**src/rtl/decode_stage_pipe.sv**
```systemverilog
// decode_stage_pipe: registered RV32I/RV64I decode with a main+skid output buffer.
// Ports: clk, rst_n (async, active-low), i_flush kills buffered entries;
//   fetch side i_instr/i_pc/i_valid -> o_ready; rename side o_valid/i_ready plus
//   decoded payload o_pc, o_rs1/o_rs2/o_rd, o_funct3, o_funct7b5, o_immediate,
//   o_alu_op, o_alu_src, o_branch, o_jump, o_pc_rel, o_fu_type, o_mem_read,
//   o_mem_write, o_reg_write, o_illegal.
module decode_stage_pipe #(
  parameter int XLEN = 32,
  parameter int ILEN = 32
) (
  input  logic            clk,
  input  logic            rst_n,
  input  logic            i_flush,
  input  logic [ILEN-1:0] i_instr,
  input  logic [XLEN-1:0] i_pc,
  input  logic            i_valid,
  output logic            o_ready,
  output logic            o_valid,
  input  logic            i_ready,
  output logic [XLEN-1:0] o_pc,
  output logic [4:0]      o_rs1,
  output logic [4:0]      o_rs2,
  output logic [4:0]      o_rd,
  output logic [2:0]      o_funct3,
  output logic            o_funct7b5,
  output logic [XLEN-1:0] o_immediate,
  output logic [1:0]      o_alu_op,
  output logic            o_alu_src,
  output logic            o_branch,
  output logic            o_jump,
  output logic            o_pc_rel,
  output logic            o_fu_type,
  output logic            o_mem_read,
  output logic            o_mem_write,
  output logic            o_reg_write,
  output logic            o_illegal
);
  localparam logic [4:0] OP_LUI    = 5'b01101;
  localparam logic [4:0] OP_AUIPC  = 5'b00101;
  localparam logic [4:0] OP_JAL    = 5'b11011;
  localparam logic [4:0] OP_JALR   = 5'b11001;
  localparam logic [4:0] OP_BRANCH = 5'b11000;
  localparam logic [4:0] OP_LOAD   = 5'b00000;
  localparam logic [4:0] OP_STORE  = 5'b01000;
  localparam logic [4:0] OP_OPIMM  = 5'b00100;
  localparam logic [4:0] OP_OP     = 5'b01100;
  typedef struct packed {
    logic [XLEN-1:0] pc;
    logic [4:0]      rs1;
    logic [4:0]      rs2;
    logic [4:0]      rd;
    logic [2:0]      funct3;
    logic            funct7b5;
    logic [XLEN-1:0] imm;
    logic [1:0]      alu_op;
    logic            alu_src;
    logic            branch;
    logic            jump;
    logic            pc_rel;
    logic            fu_type;
    logic            mem_read;
    logic            mem_write;
    logic            reg_write;
    logic            illegal;
  } entry_t;
  entry_t             dec, main_q, main_d, skid_q, skid_d;
  logic               main_v_q, main_v_d, skid_v_q, skid_v_d;
  logic signed [31:0] imm32;
  logic               wr;
  logic               acc, xfer;
  always_comb begin
    dec          = '0;
    imm32        = '0;
    wr           = 1'b0;
    dec.pc       = i_pc;
    dec.rs1      = i_instr[19:15];
    dec.rs2      = i_instr[24:20];
    dec.rd       = i_instr[11:7];
    dec.funct3   = i_instr[14:12];
    dec.funct7b5 = i_instr[30];
    if (i_instr[1:0] != 2'b11) dec.illegal = 1'b1;
    else begin
      case (i_instr[6:2])
        OP_LUI:    begin imm32 = {i_instr[31:12], 12'b0}; dec.alu_src = 1'b1; wr = 1'b1; end
        OP_AUIPC:  begin imm32 = {i_instr[31:12], 12'b0}; dec.alu_src = 1'b1; dec.pc_rel = 1'b1; wr = 1'b1; end
        OP_JAL:    begin
          imm32 = {{11{i_instr[31]}}, i_instr[31], i_instr[19:12], i_instr[20], i_instr[30:21], 1'b0};
          dec.branch = 1'b1; dec.jump = 1'b1; dec.pc_rel = 1'b1; wr = 1'b1;
        end
        OP_JALR:   begin
          imm32 = {{20{i_instr[31]}}, i_instr[31:20]};
          dec.branch = 1'b1; dec.jump = 1'b1; dec.alu_src = 1'b1; wr = 1'b1;
        end
        OP_BRANCH: begin
          imm32 = {{19{i_instr[31]}}, i_instr[31], i_instr[7], i_instr[30:25], i_instr[11:8], 1'b0};
          dec.branch = 1'b1; dec.alu_op = 2'b01;
        end
        OP_LOAD:   begin
          imm32 = {{20{i_instr[31]}}, i_instr[31:20]};
          dec.alu_src = 1'b1; dec.mem_read = 1'b1; dec.fu_type = 1'b1; wr = 1'b1;
        end
        OP_STORE:  begin
          imm32 = {{20{i_instr[31]}}, i_instr[31:25], i_instr[11:7]};
          dec.alu_src = 1'b1; dec.mem_write = 1'b1; dec.fu_type = 1'b1;
        end
        OP_OPIMM:  begin imm32 = {{20{i_instr[31]}}, i_instr[31:20]}; dec.alu_src = 1'b1; dec.alu_op = 2'b11; wr = 1'b1; end
        OP_OP:     begin dec.alu_op = 2'b10; wr = 1'b1; end
        default:   dec.illegal = 1'b1;
      endcase
    end
    dec.imm       = XLEN'(imm32);
    dec.reg_write = wr && (i_instr[11:7] != 5'd0);
  end
  assign acc  = i_valid && !skid_v_q;
  assign xfer = main_v_q && i_ready;
  // Skid can only be full while o_ready is low, so an accept never races a skid drain.
  always_comb begin
    main_v_d = main_v_q;
    main_d   = main_q;
    skid_v_d = skid_v_q;
    skid_d   = skid_q;
    if (i_flush) begin
      main_v_d = 1'b0;
      skid_v_d = 1'b0;
    end else if (!main_v_q || xfer) begin
      main_v_d = acc || skid_v_q;
      main_d   = acc ? dec : skid_q;
      skid_v_d = 1'b0;
    end else if (acc) begin
      skid_v_d = 1'b1;
      skid_d   = dec;
    end
  end
  always_ff @(posedge clk or negedge rst_n) begin
    if (!rst_n) begin
      main_q   <= '0;
      skid_q   <= '0;
      main_v_q <= 1'b0;
      skid_v_q <= 1'b0;
    end else begin
      main_q   <= main_d;
      skid_q   <= skid_d;
      main_v_q <= main_v_d;
      skid_v_q <= skid_v_d;
    end
  end
  assign o_ready     = !skid_v_q;
  assign o_valid     = main_v_q;
  assign o_pc        = main_q.pc;
  assign o_rs1       = main_q.rs1;
  assign o_rs2       = main_q.rs2;
  assign o_rd        = main_q.rd;
  assign o_funct3    = main_q.funct3;
  assign o_funct7b5  = main_q.funct7b5;
  assign o_immediate = main_q.imm;
  assign o_alu_op    = main_q.alu_op;
  assign o_alu_src   = main_q.alu_src;
  assign o_branch    = main_q.branch;
  assign o_jump      = main_q.jump;
  assign o_pc_rel    = main_q.pc_rel;
  assign o_fu_type   = main_q.fu_type;
  assign o_mem_read  = main_q.mem_read;
  assign o_mem_write = main_q.mem_write;
  assign o_reg_write = main_q.reg_write;
  assign o_illegal   = main_q.illegal;
endmodule

```
**config.mk**
```make
export PLATFORM = sky130hd
export DESIGN_NAME = decode_stage_pipe
export DESIGN_NICKNAME = d
export VERILOG_FILES = /design/src/rtl/decode_stage_pipe.sv
export SDC_FILE = /design/constraint.sdc
export NUM_CORES = 1
export LEC_CHECK = 0
export BUFFER_PORTS_ARGS = -buffer_cell sky130_fd_sc_hd__buf_2
export CAP_MARGIN = 20
export CORE_MARGIN = 8
export CORE_UTILIZATION = 38
export CTS_BUF_LIST = sky130_fd_sc_hd__clkbuf_8 sky130_fd_sc_hd__clkbuf_16
export DETAILED_ROUTE_END_ITERATION = 10
export GPL_ROUTABILITY_DRIVEN = 1
export REMOVE_ABC_BUFFERS = 1
export SLEW_MARGIN = 40
export SYNTH_ARGS = -nofsm -noshare
export SYNTH_HDL_FRONTEND = slang
export SYNTH_SLANG_ARGS = --single-unit
```
**constraint.sdc**
```tcl
create_clock -name clk -period 3.29 [get_ports clk]
set_input_delay 0.1645 -clock clk [delete_from_list [all_inputs] [get_ports clk]]
set_output_delay 0.1645 -clock clk [all_outputs]
set_load 0.1 [all_outputs]
```
## Word level (Yosys, flattened, before mapping)

Cells that the tools add are included.

- Multiplexer cells: 21
- Reductions and logical operators: 22
- Eq/ne operators: 9
- Bitwise operators: 2

Operators with widths:

| operator | number |
|---|---|
| $pmux W32 S5 | 1 |
| $mux W94 | 1 |
| $mux W32 | 1 |
| $mux W1 | 16 |
| $eq A5 B4 Y1 const B | 3 |
| $eq A5 B5 Y1 const B | 3 |
| $eq A5 B3 Y1 const B | 2 |
| $mux W9 | 1 |
| $reduce_or A9 Y1 | 1 |
| $reduce_or A2 Y1 | 4 |
| $reduce_or A7 Y1 | 1 |
| $pmux W2 S3 | 1 |
| $reduce_or A3 Y1 | 2 |
| $reduce_or A6 Y1 | 1 |
| $logic_not A5 Y1 | 1 |
| $reduce_bool A5 Y1 | 1 |
| $reduce_and A2 Y1 | 2 |
| $logic_and A1 B1 Y1 | 3 |
| $reduce_bool A3 Y1 | 1 |
| $logic_not A1 Y1 | 2 |
| $logic_or A1 B1 Y1 | 2 |
| $ne A2 B2 Y1 const B | 1 |
| $not A1 Y1 | 2 |
| $reduce_bool A2 Y1 | 1 |

- Flip-flop bits (word level): 190
- Output and inout bits: 96
- Input port bits: 69

## Logic depth before layout (Yosys ltp)

- Word-level depth: 6
- Mapped depth: 6
- Depth with buffers taken out: 4

## Least setup slack after synthesis

No wires, ideal clock.

- Kind: register to register
- From: register main_v_q, in the netlist o_valid
- To: register skid_q[2] (netlist name)
- Slack: 1.090 ns
- Period minus slack after synthesis: 2.200 ns
- Cell stages (with the launch flop): 5
- Buffers on the path: 1
- Arrival time: 2.105 ns
- Data required time: 3.195 ns
- Cell sequence: dfrtp_1 -> or3b_2 -> clkbuf_1 -> or3_1 -> o31ai_1

- Longest elaborated chain between the ends: 4
- Elaborated cells between the ends (all ways): 5

RTL lines:

| element | line | text |
|---|---|---|
| start: declaration | 67 | `logic main_v_q, main_v_d, skid_v_q, skid_v_d;` |
| start signal: assignment | 143 | `main_v_q <= main_v_d;` |
| $logic_not A1 Y1 or $logic_and A1 B1 Y1 (tied branches) | 125, 115 |  |
| $logic_or A1 B1 Y1 (*) | 125 | `end else if (!main_v_q \|\| xfer) begin` |
| $not A1 Y1 (no source line) (*) | n/a |  |
| $reduce_and A2 Y1 (no source line) (*) | n/a |  |
| end signal: assignment | 142 | `skid_q <= skid_d;` |
| end: declaration | 66 | `entry_t dec, main_q, main_d, skid_q, skid_d;` |

Every way passes the cells marked *; elsewhere a longest branch is shown, timed or not.
A chain may end at the register's enable or synchronous reset.

## Worst setup path after layout

- From: register main_v_q, in the netlist o_valid
- To: register skid_q[74] (netlist name)

The elaborated chain is that of the path after synthesis.

==> impl_metrics.toml <==
[outcome]
outcome = "finished, final reports clean"

[layout]
commonest_cells_after_routing_fill_and_taps_aside = "312 x sky130_fd_sc_hd__nand2_1, 190 x sky130_fd_sc_hd__dfrtp_1, 163 x sky130_fd_sc_hd__buf_2, 120 x sky130_fd_sc_hd__nor2_1, 66 x sky130_fd_sc_hd__a21oi_1"
area_growth_syn_to_layout_pct = 26.2
finalNetCount = 1226
layout.cells.most_common = "sky130_fd_sc_hd__nand2_1"
antenna_cells_inserted = 0
postLayoutCoreUtil_pct = 48.2
fillCellCount = 2133
ratio_of_cells_with_drive_above_1_in_the_final_layout_pct = 19.8

[power]
power.combinational.fraction_pct = 29.1
seq_power_share_pct = 40.7
finalPower_mw = 6.89
p_sw_share_pct = 40.1
clockPowerShare_pct = 30.3
power_density_mw_per_mm2 = 639
switching_power_mw = 2.76
static-leakage-power_nw = 5.07
cell_internal_power_mw = 4.13
ir_drop_uv = 374

[placed_design]
buffer_ports.inserted = 164
place.detailed.hpwl_um = 15900
finalWeightedCongestion = 0.740

[global_routing]
grt_antenna_before_repair = 1
largest_net_degree_at_the_start_of_global_routing = 117
grt_remaining_overflow = 0
grt_pass1_vias = 7422
global_route.usage.total_pct = 18.3
grt_pass1_wl_um = 41100

[clock_tree]
clkSinkCount = 190
clkTransAtPathRegs_ns = 0.08
clockBufferDepth = 2
cts_root_buffer = "sky130_fd_sc_hd__clkbuf_16"
cts.repair.resized = 0
cts.htree.levels = 4
cts_inserted_buffers = 17
worstSkewPairLatency_ns = 0.44
tritoncts_clock_tree = "yes"

[timing]
finalHoldViolations = 0
timing.hold.ws_ns = 0.0206
grt_setup_unrepaired = "no"
post-route-period-util_pct = 68.0
timing.fmax_mhz = 447
fin_crit_ns = 2.24
timing.clock.skew_ns = 0.0135
report.final.slew_viol_count = 0
timing.slew.headroom_pct = 46.9
final_count_of_negative_setup_slack_endpoints = 0
worstMarginPinSlew_ns = 0.790

[setup_path]
worstSetupEndpointType = "flop"
worst-setup-path-type = "reg2reg"
worstPathBufferInverterCount = 1
crit_path_cell_trace = "nor3b_2 -> nand2_4 -> buf_4 -> nand2_1 -> nand2_1"
critical_path.slowest_cell = "sky130_fd_sc_hd__nand2_4"
crit_path_max_fanout = 64
timing.critical_path.depth = 5
worst_ep_arrival_time_ns = 2.56
top_cell_by_count_worst_path = "sky130_fd_sc_hd__nand2_1"
timing.critical_path.max_delay_family = "simple AND/OR/NAND/NOR gates"
cp_data_required_time_ns = 3.61
worst_setup_path_start_kind = "flop"
timing.critical_path.slowest_cell_delay_ns = 0.52
worst_r2r_path_depth = 5

[logic_synthesis]
synth_edf_count = 0
synth.mux.area_fraction_pct = 0.527
syn_warnings = 0
synthesis.area_mm2 = 0.00855
combinational_family_with_the_most_area_after_synthesis = "simple AND/OR/NAND/NOR gates"
post_synth_num_cell_types = 50
yosys.area_share.simple_pct = 23.3
synth-xor-area-share_pct = 0
synth-adder-area-share_pct = 0
synth_cells = 976
avg_synthesized_cell_area_um2 = 8.76
postSynthRegisterBits = 190
synth_top_flop_cell = "sky130_fd_sc_hd__dfrtp_1"
synth_sequential_area_ratio_pct = 55.6
synth-compound-area-share_pct = 16.6
synthArstFlopShare_pct = 100

[detailed_routing]
route.detailed.drc = 0
postRouteAntennaNets = 0
drt_wl_cell_um = 17.2
detail_route.vias_per_cell = 5.12
route.vias.total = 7447
totalWireLength_um = 25100
firstDrtPassIters = 5
drt_first_iter_violations = 592

[floorplanning]
die_height_um = 166
start_util_pct = 38.2
placementRows = 55
die-width_um = 166
design.portCount = 165
core_area_mm2 = 0.0224
die_area_mm2 = 0.0275

[job]
drv.max_cap_violation_count = 0

[min_path]
hold_class = "in2reg"
hold-path-cell-count = 2
cell usage after synthesis (2+ instances only):
master	n	area share [%]
sky130_fd_sc_hd__and2_1	15	1.1
sky130_fd_sc_hd__a221oi_1	7	0.72
sky130_fd_sc_hd__clkbuf_1	48	2.1
sky130_fd_sc_hd__a32oi_1	4	0.41
sky130_fd_sc_hd__a21oi_1	67	3.9
sky130_fd_sc_hd__mux2_2	4	0.53
sky130_fd_sc_hd__inv_1	4	0.18
sky130_fd_sc_hd__o31ai_1	4	0.35
sky130_fd_sc_hd__o21ai_0	26	1.5
sky130_fd_sc_hd__nand2_1	313	14
sky130_fd_sc_hd__or4_1	3	0.26
sky130_fd_sc_hd__a31oi_1	53	3.9
sky130_fd_sc_hd__buf_1	7	0.31
sky130_fd_sc_hd__nand4b_1	4	0.41
sky130_fd_sc_hd__o21ai_1	16	0.94
sky130_fd_sc_hd__buf_6	2	0.26
sky130_fd_sc_hd__nor2_1	120	5.3
sky130_fd_sc_hd__nor2b_1	3	0.22
sky130_fd_sc_hd__a21boi_0	5	0.44
sky130_fd_sc_hd__and3b_1	2	0.20
sky130_fd_sc_hd__a22o_1	6	0.61
sky130_fd_sc_hd__nand2b_1	5	0.37
sky130_fd_sc_hd__buf_2	17	1.0
sky130_fd_sc_hd__o221ai_1	23	2.4
sky130_fd_sc_hd__nor4_2	2	0.29
sky130_fd_sc_hd__or3_1	3	0.22
sky130_fd_sc_hd__dfrtp_1	190	56
what timing repair did:
action                    CTS  global route
hold endpoints to repair  172             0
setup buffers               0             0
hold buffers               56             0
power groups by stage:
stage                     Clock, mW  Combinational, mW  Sequential, mW
after global routing           2.23               2.14            2.84
final                          2.09               2.00            2.80
after floorplan                   0              0.467            3.88
after global placement            0               1.95            2.84
after detailed placement          0               1.96            2.85
after CTS                      2.15               2.02            2.80
flip-flops by register name, indices dropped and copies added (netlist names), 2 cells and up:
| signal | count |
|---|---|
| o_pc | 32 |
| o_rd | 5 |
| o_funct3 | 3 |
| o_rs2 | 5 |
| skid_q | 94 |
| o_immediate | 32 |
| o_rs1 | 5 |
| o_alu_op | 2 |
layer usage:
layer	GRT usage, %	routed length, µm	part of all wire (%)
met1	25.8	12300	49
met2	27.7	10900	44
met3	4.35	1510	6.0
met4	4.78	287	1.1
met5	0	12	0.048
final cells by class:
| class | count | area (µm²) | share of cell area, % |
|---|---|---|---|
| sequential | 190 | 4750 | 44.1 |
| clock buffer | 18 | 439 | 4.07 |
| timing repair buffer | 236 | 1550 | 14.3 |
| clock inverter | 14 | 154 | 1.43 |
| multi-input combinational | 707 | 3520 | 32.6 |
| inverter | 5 | 18.8 | 0.174 |
| tap | 285 | 357 | 3.31 |
cell families (layout without fill, tap and decap cells):
logic type,count (synthesis),count (layout)
AOI/OAI and AO/OA,223,223
buffers and inverters,79,273
DFF,190,190
muxes,4,4
and+or+nand+nor,480,480
worst paths after layout:
path | from | end | slack (ns)
worst min register to register | skid_q[75] | skid_q[75] | 0.48
max in group asynchronous | rst_n | o_rs1[4] | 2.02
worst min-delay path | i_flush | o_valid | 0.02
min in group asynchronous | rst_n | o_pc[22] | 0.35
worst max-delay path | o_valid | skid_q[74] | 1.05
worst max register to register | o_valid | skid_q[74] | 1.05
stage by stage:
stage | worst slack, ns | setup TNS [ns] | instances | cell area (µm²)
after detailed placement | 1.01 | 0 | 1367 | 9630
after global placement | 1.10 | 0 | 1367 | 9620
after CTS | 1.04 | 0 | 1455 | 10800
after global routing | 0.867 | 0 | 1455 | 10800
after floorplan | -3.37 | -377.97 | 902 | 8230
final | 1.05 | 0 | 1455 | 10800
worst register-to-register path, delay by kind of cell, from the launching register on:
family / cells / cell delay [ns]
flip-flops: 1 / 0.44
AND/OR/NAND/NOR: 4 / 1.18
buffers and inverters: 1 / 0.50
Note: power is estimated with default switching activity, not from simulation.
